<file path="src/rtl/mem_access_ctrl.sv">
// MEM-stage bus sequencer: issues the EX/MEM pair (A then B) on the single data bus.
// Define MEM_BUS_TIMEOUT_EN to build the bus watchdog (TIMEOUT_CYCLES, bus_err).
module mem_access_ctrl #(
  parameter int TIMEOUT_CYCLES = 255
) (
  input  logic        clk,
  input  logic        rst,
  input  logic        req_a_ce,
  input  logic        req_a_we,
  input  logic [31:0] req_a_addr,
  input  logic [31:0] req_a_wdata,
  input  logic [1:0]  req_a_size,
  input  logic        req_a_uns,
  input  logic        req_b_ce,
  input  logic        req_b_we,
  input  logic [31:0] req_b_addr,
  input  logic [31:0] req_b_wdata,
  input  logic [1:0]  req_b_size,
  input  logic        req_b_uns,
  input  logic        flush,
  input  logic        hold,
  output logic        stall_req,
  output logic        bus_req,
  output logic        bus_we,
  output logic [31:0] bus_addr,
  output logic [3:0]  bus_be,
  output logic [31:0] bus_wdata,
  input  logic        bus_ack,
  input  logic [31:0] bus_rdata,
  output logic [31:0] rdata_a,
  output logic [31:0] rdata_b,
  output logic        bus_err
);
  // state | meaning
  // IDLE  | waiting for a pair from EX/MEM
  // ACC_A | pipe A transfer on the bus
  // ACC_B | pipe B transfer on the bus
  // DONE  | pair complete, load results valid
  // DRAIN | flushed; waiting for the already-issued transfer to ack
  localparam logic [2:0] S_IDLE  = 3'd0;
  localparam logic [2:0] S_ACC_A = 3'd1;
  localparam logic [2:0] S_ACC_B = 3'd2;
  localparam logic [2:0] S_DONE  = 3'd3;
  localparam logic [2:0] S_DRAIN = 3'd4;

  logic [2:0]  r_state;
  logic [2:0]  w_state_nx;
  logic        w_pair;
  logic        w_ack;
  logic [31:0] w_rdata;
  logic        r_bus_req;
  logic        r_bus_we;
  logic [31:0] r_bus_addr;
  logic [3:0]  r_bus_be;
  logic [31:0] r_bus_wdata;
  logic [31:0] r_rdata_a;
  logic [31:0] r_rdata_b;

  function automatic logic [3:0] f_be(input logic [1:0] size, input logic [1:0] lo);
    case (size)
      2'd0:    f_be = 4'b0001 << lo;
      2'd1:    f_be = 4'b0011 << {lo[1], 1'b0};
      default: f_be = 4'b1111;
    endcase
  endfunction

  function automatic logic [31:0] f_wdata(input logic [1:0] size, input logic [31:0] wd);
    case (size)
      2'd0:    f_wdata = {4{wd[7:0]}};
      2'd1:    f_wdata = {2{wd[15:0]}};
      default: f_wdata = wd;
    endcase
  endfunction

  function automatic logic [31:0] f_load(input logic [1:0] size, input logic uns,
                                         input logic [1:0] lo, input logic [31:0] rd);
    logic [7:0]  v_b;
    logic [15:0] v_h;
    case (lo)
      2'd0:    v_b = rd[7:0];
      2'd1:    v_b = rd[15:8];
      2'd2:    v_b = rd[23:16];
      default: v_b = rd[31:24];
    endcase
    v_h = lo[1] ? rd[31:16] : rd[15:0];
    case (size)
      2'd0:    f_load = uns ? {24'd0, v_b} : {{24{v_b[7]}}, v_b};
      2'd1:    f_load = uns ? {16'd0, v_h} : {{16{v_h[15]}}, v_h};
      default: f_load = rd;
    endcase
  endfunction

  assign w_pair = req_a_ce | req_b_ce;

`ifdef MEM_BUS_TIMEOUT_EN
  localparam int CNT_W = ($clog2(TIMEOUT_CYCLES + 1) > 8) ? $clog2(TIMEOUT_CYCLES + 1) : 8;
  logic [CNT_W-1:0] r_to_cnt;
  logic             r_bus_err;
  logic             w_timeout;

  // The watchdog completes the stuck access as if the bus had returned zero.
  assign w_timeout = r_bus_req && !bus_ack && (r_to_cnt == CNT_W'(TIMEOUT_CYCLES - 1));
  assign w_ack     = bus_ack | w_timeout;
  assign w_rdata   = w_timeout ? 32'd0 : bus_rdata;
  assign bus_err   = r_bus_err;

  always_ff @(posedge clk) begin
    if (rst || bus_ack || (w_state_nx != r_state)) begin
      r_to_cnt <= '0;
    end else if (r_bus_req) begin
      r_to_cnt <= r_to_cnt + CNT_W'(1);
    end
    if (rst) begin
      r_bus_err <= 1'b0;
    end else begin
      r_bus_err <= w_timeout;
    end
  end
`else
  assign w_ack   = bus_ack;
  assign w_rdata = bus_rdata;
  assign bus_err = 1'b0;
`endif

  always_comb begin
    w_state_nx = r_state;
    case (r_state)
      S_IDLE: begin
        if (!flush && w_pair) w_state_nx = req_a_ce ? S_ACC_A : S_ACC_B;
      end
      S_ACC_A: begin
        if (w_ack)      w_state_nx = flush ? S_IDLE : (req_b_ce ? S_ACC_B : S_DONE);
        else if (flush) w_state_nx = S_DRAIN;
      end
      S_ACC_B: begin
        if (w_ack)      w_state_nx = flush ? S_IDLE : S_DONE;
        else if (flush) w_state_nx = S_DRAIN;
      end
      S_DONE: begin
        if (flush || !hold) w_state_nx = S_IDLE;
      end
      S_DRAIN: begin
        if (w_ack) w_state_nx = S_IDLE;
      end
      default: w_state_nx = S_IDLE;
    endcase
  end

  always_ff @(posedge clk) begin
    if (rst) begin
      r_state     <= S_IDLE;
      r_bus_req   <= 1'b0;
      r_bus_we    <= 1'b0;
      r_bus_addr  <= 32'd0;
      r_bus_be    <= 4'd0;
      r_bus_wdata <= 32'd0;
      r_rdata_a   <= 32'd0;
      r_rdata_b   <= 32'd0;
    end else begin
      r_state   <= w_state_nx;
      r_bus_req <= (w_state_nx == S_ACC_A) || (w_state_nx == S_ACC_B) ||
                   (w_state_nx == S_DRAIN);
      // Bus fields load only on entry to an access so they stay stable until ack.
      if ((w_state_nx == S_ACC_A) && (r_state != S_ACC_A)) begin
        r_bus_we    <= req_a_we;
        r_bus_addr  <= {req_a_addr[31:2], 2'b00};
        r_bus_be    <= f_be(req_a_size, req_a_addr[1:0]);
        r_bus_wdata <= f_wdata(req_a_size, req_a_wdata);
      end else if ((w_state_nx == S_ACC_B) && (r_state != S_ACC_B)) begin
        r_bus_we    <= req_b_we;
        r_bus_addr  <= {req_b_addr[31:2], 2'b00};
        r_bus_be    <= f_be(req_b_size, req_b_addr[1:0]);
        r_bus_wdata <= f_wdata(req_b_size, req_b_wdata);
      end
      if ((r_state == S_ACC_A) && w_ack && !flush && !req_a_we) begin
        r_rdata_a <= f_load(req_a_size, req_a_uns, req_a_addr[1:0], w_rdata);
      end
      if ((r_state == S_ACC_B) && w_ack && !flush && !req_b_we) begin
        r_rdata_b <= f_load(req_b_size, req_b_uns, req_b_addr[1:0], w_rdata);
      end
    end
  end

  assign stall_req = w_pair && (r_state != S_DONE);
  assign bus_req   = r_bus_req;
  assign bus_we    = r_bus_we;
  assign bus_addr  = r_bus_addr;
  assign bus_be    = r_bus_be;
  assign bus_wdata = r_bus_wdata;
  assign rdata_a   = r_rdata_a;
  assign rdata_b   = r_rdata_b;

endmodule

</file>
<file path="config.mk">
export PLATFORM = sky130hd
export DESIGN_NAME = mem_access_ctrl
export DESIGN_NICKNAME = d
export VERILOG_FILES = /design/src/rtl/mem_access_ctrl.sv
export SDC_FILE = /design/constraint.sdc
export NUM_CORES = 1
export LEC_CHECK = 0
export BUFFER_PORTS_ARGS = -buffer_cell sky130_fd_sc_hd__buf_2
export CORE_UTILIZATION = 30
export CTS_CLUSTER_SIZE = 28
export DETAILED_ROUTE_END_ITERATION = 8
export GPL_TIMING_DRIVEN = 0
export MAX_ROUTING_LAYER = met4
export PLACE_DENSITY = 0.6
export SLEW_MARGIN = 20
export SYNTH_ARGS = -nofsm -noshare
export SYNTH_HDL_FRONTEND = slang
export SYNTH_SLANG_ARGS = --single-unit
export TNS_END_PERCENT = 20
</file>
<file path="constraint.sdc">
create_clock -name clk -period 2.5 [get_ports clk]
set_input_delay 0.125 -clock clk [delete_from_list [all_inputs] [get_ports clk]]
set_output_delay 0.125 -clock clk [all_outputs]
set_load 0.01 [all_outputs]
</file>
### Word level (Yosys, flattened, before mapping)

Cells that the tools add are included.

| storage, ports and cells | value |
|---|---|
| flip-flop bits (word level) | 135 |
| input bits | 175 |
| output and inout port bits | 136 |

| operators by class | value |
|---|---|
| eq/ne operators | 16 |
| shift-type cells | 4 |
| multiplexer cells | 33 |
| bitwise operators | 1 |
| reductions and logical operators | 23 |

Operators with widths:

| kind | number |
|---|---|
| $mux W32 | 8 |
| $pmux W32 S2 | 4 |
| $pmux W8 S3 | 2 |
| $mux W16 | 2 |
| $mux W3 | 6 |
| $pmux W4 S2 | 2 |
| $pmux W3 S5 | 1 |
| $logic_and A1 B1 Y1 | 10 |
| $eq A3 B2 Y1 const B | 3 |
| $eq A2 B1 Y1 const B | 4 |
| $logic_not A2 Y1 | 4 |
| $mux W4 | 2 |
| $shl A1 B2 Y4 const A | 2 |
| $shl A2 B2 Y4 const A | 2 |
| $eq A3 B1 Y1 const B | 2 |
| $eq A3 B3 Y1 const B | 2 |
| $mux W2 | 3 |
| $ne A3 B2 Y1 const B | 2 |
| $eq A2 B2 Y1 const B | 2 |
| $logic_not A1 Y1 | 4 |
| $logic_not A3 Y1 | 1 |
| $logic_or A1 B1 Y1 | 3 |
| $mux W1 | 3 |
| $ne A3 B1 Y1 const B | 1 |
| 2 further kinds | 2 |

### Longest topological paths before layout

| depth | value |
|---|---|
| word-level depth | 8 |
| gate-level depth with buffers | 8 |
| gate-level depth less buffers | 5 |

### Least setup slack after synthesis

Ideal clock, no wire load.

| timing path | value |
|---|---|
| kind | flip-flop to flip-flop |
| start point | register r_state[0] |
| end point | register r_bus_be[0] (netlist: bus_be[0]) |
| library setup time | 119 ps |
| data arrival time | 1,716 ps |
| data required time | 2,381 ps |
| path slack | 665 ps |
| stages on the path, launching flop included | 8 |
| clock period less this slack | 1,835 ps |
| cell sequence | dfxtp_1 > buf_6 > mux2_4 > a32oi_4 > o211a_4 > nand2_2 > buf_2 > o221a_1 |

| between the ends | value |
|---|---|
| word-level cells in the longest chain between the ends | 6 |
| elaborated cells between the ends (all ways) | 20 |

Ends and longest elaborated chain:

| element | line | source |
|---|---|---|
| start, declared | 46 | `logic [2:0] r_state;` |
| start signal, assigned | 160 | `r_state <= w_state_nx;` |
| $mux W3 | 133, 137 |  |
| $mux W3 (on tied branches) | 136, 132 |  |
| $pmux W3 S5 | 127 | `case (r_state)` |
| $eq A3 B1 Y1 / $eq A3 B2 Y1 (equally long branches) | 164, 169 |  |
| $logic_and A1 B1 Y1 (on tied branches) | 164, 169 |  |
| $mux W4 / $reduce_bool A2 Y1 (equally long branches) | n/a |  |
| end signal, assigned | 167 | `r_bus_be <= f_be(req_a_size, req_a_addr[1:0]);` |
| end signal, assigned | 172 | `r_bus_be <= f_be(req_b_size, req_b_addr[1:0]);` |
| end, declared | 54 | `logic [3:0] r_bus_be;` |

Several ways; a longest one is shown, not always the timed one.
A chain may end at the register's enable or synchronous reset.

### Worst setup path after layout

| timing path | value |
|---|---|
| start point | register r_state[1] |
| end point | register r_rdata_b[23] (netlist: rdata_b[23]) |

| between the ends | value |
|---|---|
| word-level cells in the longest chain between the ends | 4 |

Ends and longest elaborated chain:

| element | line | source |
|---|---|---|
| $eq A3 B2 Y1 | 178 | `if ((r_state == S_ACC_B) && w_ack && !flush && !req_b_we) begin` |
| $logic_and A1 B1 Y1 (3 in series) | 178 |  |
| end signal, assigned | 179 | `r_rdata_b <= f_load(req_b_size, req_b_uns, req_b_addr[1:0], w_rdata);` |
| end, declared | 57 | `logic [31:0] r_rdata_b;` |

Every way passes these cells.

==> run_results.csv <==
group,metric,value,unit
worst_setup_path,cp_data_arrival_time,2.59,ns
logic_synthesis,synthesis.instances,857,
global_route,grt_usage,27.3,%
floorplanning,die_w,156,µm
power,vdd_ir_drop_max,390,µV
logic_synthesis,ys_dominant_reg_cell,"dfxtp_1",
drt,drtPass1Iterations,5,
logic_synthesis,avgSynthCellArea,8.27,µm²
logic_synthesis,yosys-top-cells-area,"dfxtp_1 (38%), mux2_2 (6.0%), o21ai_0 (6.0%)",
cts,tritoncts,"yes",
floorplanning,placement_rows,55,
place,dp_hpwl,23.4,mm
worst_setup_path,cpMaxStageDelayCell,"nor3b_4",
logic_synthesis,synth-seq-cells,135,
global_route,grt_pass1_vias,8545,
drt,drt_iter0_drc,734,
global_route,grt_pass1_wl,48.6,mm
worst_hold_path,holdCritPathClass,"in -> reg",
power,p_int,4.54,mW
global_route,overflow,0,
global_route,antenna_found_initial,5,
worst_setup_path,cp_top_family,"simple AND/OR/NAND/NOR gates",
place,place.gp.congestion,0.955,
drt,viasPerCell,5.43,
timing,rsz0062_at_grt,"no",
worst_setup_path,reg2reg_from,"r_state[1]",
floorplanning,die_y,156,µm
power,p_leak,4.58,nW
logic_synthesis,netlist.area_leader.share,38.1,%
logic_synthesis,synth-edff-count,0,
timing,fmax,436,MHz
worst_setup_path,worstPathRequired,2.80,ns
floorplanning,dieArea,24200,µm²
worst_setup_path,critPathBufInv,3,
worst_setup_path,crit_type,"reg -> reg",
timing,fin_skew,0.0155,ns
power,power_density,621,nW/µm²
logic_synthesis,synthArstFlopShare,0,%
floorplanning,ioPinCount,311,
finish,num-nets-final,1425,
cts,clk_latency,0.43,ns
logic_synthesis,ys_seq_area_share,38.1,%
power,seq_power_share,36.7,%
place,port_buffers,303,
run_status,status,"complete, no violations",
drt,drt-total-wl,32.6,mm
worst_setup_path,crit_start,"r_state[1]",
floorplanning,coreArea,22900,µm²
global_route,grt_max_degree,17,
logic_synthesis,synth_cell_types,54,
drt,vias,8586,
finish,layout-drive-gt1-share,34.8,%
cts,cts_sinks,135,
timing,hold_ws,0.0157,ns
timing,finalCritPeriodShare,91.7,%
floorplanning,start_util,30.9,%
power,power.switching,1.89,mW
cts,cts.path.max_buffers,2,
worst_setup_path,slowest_delay,0.43,ns
power,combPwrFrac,20.5,%
cts,clkSlewWorstSetupHoldPaths,0.07,ns
timing,setup_tns,0,ns
worst_hold_path,hold_start,"req_b_wdata[7]",
cts,cts_setup_buffers,0,
worst_setup_path,cp-start-kind,"flip-flop",
finish,area_growth_syn_to_layout,46.1,%
logic_synthesis,syn_area,7090,µm²
logic_synthesis,yosysWarnings,0,
worst_setup_path,endpoint_kind,"flip-flop",
timing,relSlewSlack,36.8,%
worst_setup_path,path_cells,"buf_6 -> nor3b_2 -> nor3b_4 -> nor2b_1 -> clkbuf_1 -> buf_2 -> a21oi_1",
drt,drtAntennaViolNets,0,
power,p_clk_share,42.8,%
worst_setup_path,worstPathMaxFanout,10,
logic_synthesis,synth_area_leader_cell,"dfxtp_1",
timing,finalHoldViolCount,0,
flow_run,max_cap_violations,0,
timing,setup_viol,0,
timing,finalMaxSlewViolations,0,
cts,clockRootBuffer,"clkbuf_16",
drt,avgRoutedWirePerCell,20.6,µm
cts,cts_max_level,4,
timing,min_period,2.29,ns
timing,worstMarginPinSlew,0.940,ns
cts,numCtsBuffers,17,
power,switching_share,29.4,%
drt,post-route-drc-count,0,
==> registers in the layout, indices dropped and copies added (netlist names) <==
| register | flops |
|---|---|
| bus_we | 1 |
| bus_be | 4 |
| bus_addr | 30 |
| rdata_a | 32 |
| r_state | 3 |
| bus_req | 1 |
| rdata_b | 32 |
| bus_wdata | 32 |
==> worst paths after layout <==
kind                        to  slack [ns]  cells after the start
hold reg to reg    rdata_a[15]        0.48                      2
hold / removal    bus_wdata[7]        0.02                      2
setup reg to reg   rdata_b[23]        0.21                      7
setup / recovery   rdata_b[23]        0.21                      7
==> layout by cell type, fill, tap and decap left out, types with 28 or more instances in the layout <==
master / count
nand3_1: 41
a221oi_1: 28
nand2_1: 100
a21oi_1: 56
dlygate4sd3_1: 69
dfxtp_1: 135
o21ai_0: 85
mux2_2: 38
clkbuf_1: 51
buf_2: 318
a311oi_1: 30
nor2_1: 103
==> area by class of cell <==
type / count / area (µm²)
Antenna cell: 6 / 15.0
Clock inverter: 13 / 193
Multi-Input combinational cell: 637 / 4000
Fill cell: 2300 / 12600
Clock buffer: 19 / 433
Timing Repair Buffer: 372 / 2210
Buffer: 84 / 397
Tap cell: 313 / 392
Inverter: 3 / 11.3
Sequential cell: 135 / 2700
==> per-layer routing <==
metal / vias to the layer above / routed length [µm] / part of all wire (%) / GRT usage [%]
met5: - / 0 / 0 / -
met4: 0 / 1500 / 4.6 / 13.4
met3: 96 / 2060 / 6.3 / 4.31
met2: 442 / 15100 / 47 / 45.0
met1: 4084 / 13800 / 43 / 32.4
li1: 3964 / - / - / -
==> Yosys cell counts, types with 2 or more instances <==
| library cell | count |
|---|---|
| dfxtp_1 | 135 |
| nor2_1 | 103 |
| nand2_1 | 100 |
| o21ai_0 | 85 |
| a21oi_1 | 56 |
| clkbuf_1 | 50 |
| nand3_1 | 41 |
| mux2_2 | 38 |
| a311oi_1 | 30 |
| a221oi_1 | 28 |
| o221a_2 | 24 |
| mux2i_1 | 23 |
| a211oi_1 | 20 |
| buf_2 | 15 |
| a31oi_1 | 13 |
| nand2b_1 | 10 |
| nor2b_1 | 10 |
| o211ai_1 | 8 |
| buf_1 | 6 |
| buf_6 | 6 |
| clkbuf_2 | 4 |
| nor3_1 | 4 |
| o21ai_1 | 4 |
| buf_4 | 3 |
| a32oi_1 | 2 |
| and3b_1 | 2 |
| inv_1 | 2 |
| mux4_2 | 2 |
| nand3b_1 | 2 |
| nor3b_1 | 2 |
| nor3b_2 | 2 |
| nor4_2 | 2 |
| o21bai_1 | 2 |
| o221a_1 | 2 |
| or2_2 | 2 |
==> cells by family (layout without fill, tap and decap cells) <==
family / after synthesis / after routing / share of synthesized area [%]
AND/OR/NAND/NOR: 284 / 284 / 17.7
flip-flops: 135 / 135 / 38.1
multiplexers: 64 / 64 / 10.1
other: 1 / 9 / 0.0529
AO/OA/AOI/OAI: 286 / 286 / 28.2
buffers and inverters: 87 / 491 / 5.74
==> power by group through the flow <==
stage	logic [mW]	clock network, mW	registers (mW)
finish	1.32	2.75	2.36
global route	1.42	2.88	2.38
CTS	1.30	2.79	2.36
detailed placement	1.21	0	2.40
global placement	1.20	0	2.40
floorplan	0.593	0	2.46
==> timing repair <==
| item | in CTS | in global routing |
|---|---|---|
| endpoints found under the hold margin | 41 | 0 |
| hold buffers | 69 | 0 |
| endpoints found under the setup margin | 0 | 17 |
| gates resized for setup | 0 | 4 |
==> metrics by stage <==
stage	cell area [µm²]	power (mW)	utilization, %	worst slack, ns	std cells
finish	10300	6.43	45.2	0.208	1582
global route	10300	6.68	45.1	0.0314	1581
CTS	10300	6.44	45.0	0.112	1576
detailed placement	9000	3.62	39.3	0.124	1475
global placement	9000	3.60	39.3	0.141	1475
floorplan	7090	3.05	-	0.665	859
Power figures use the tool's default switching activity.
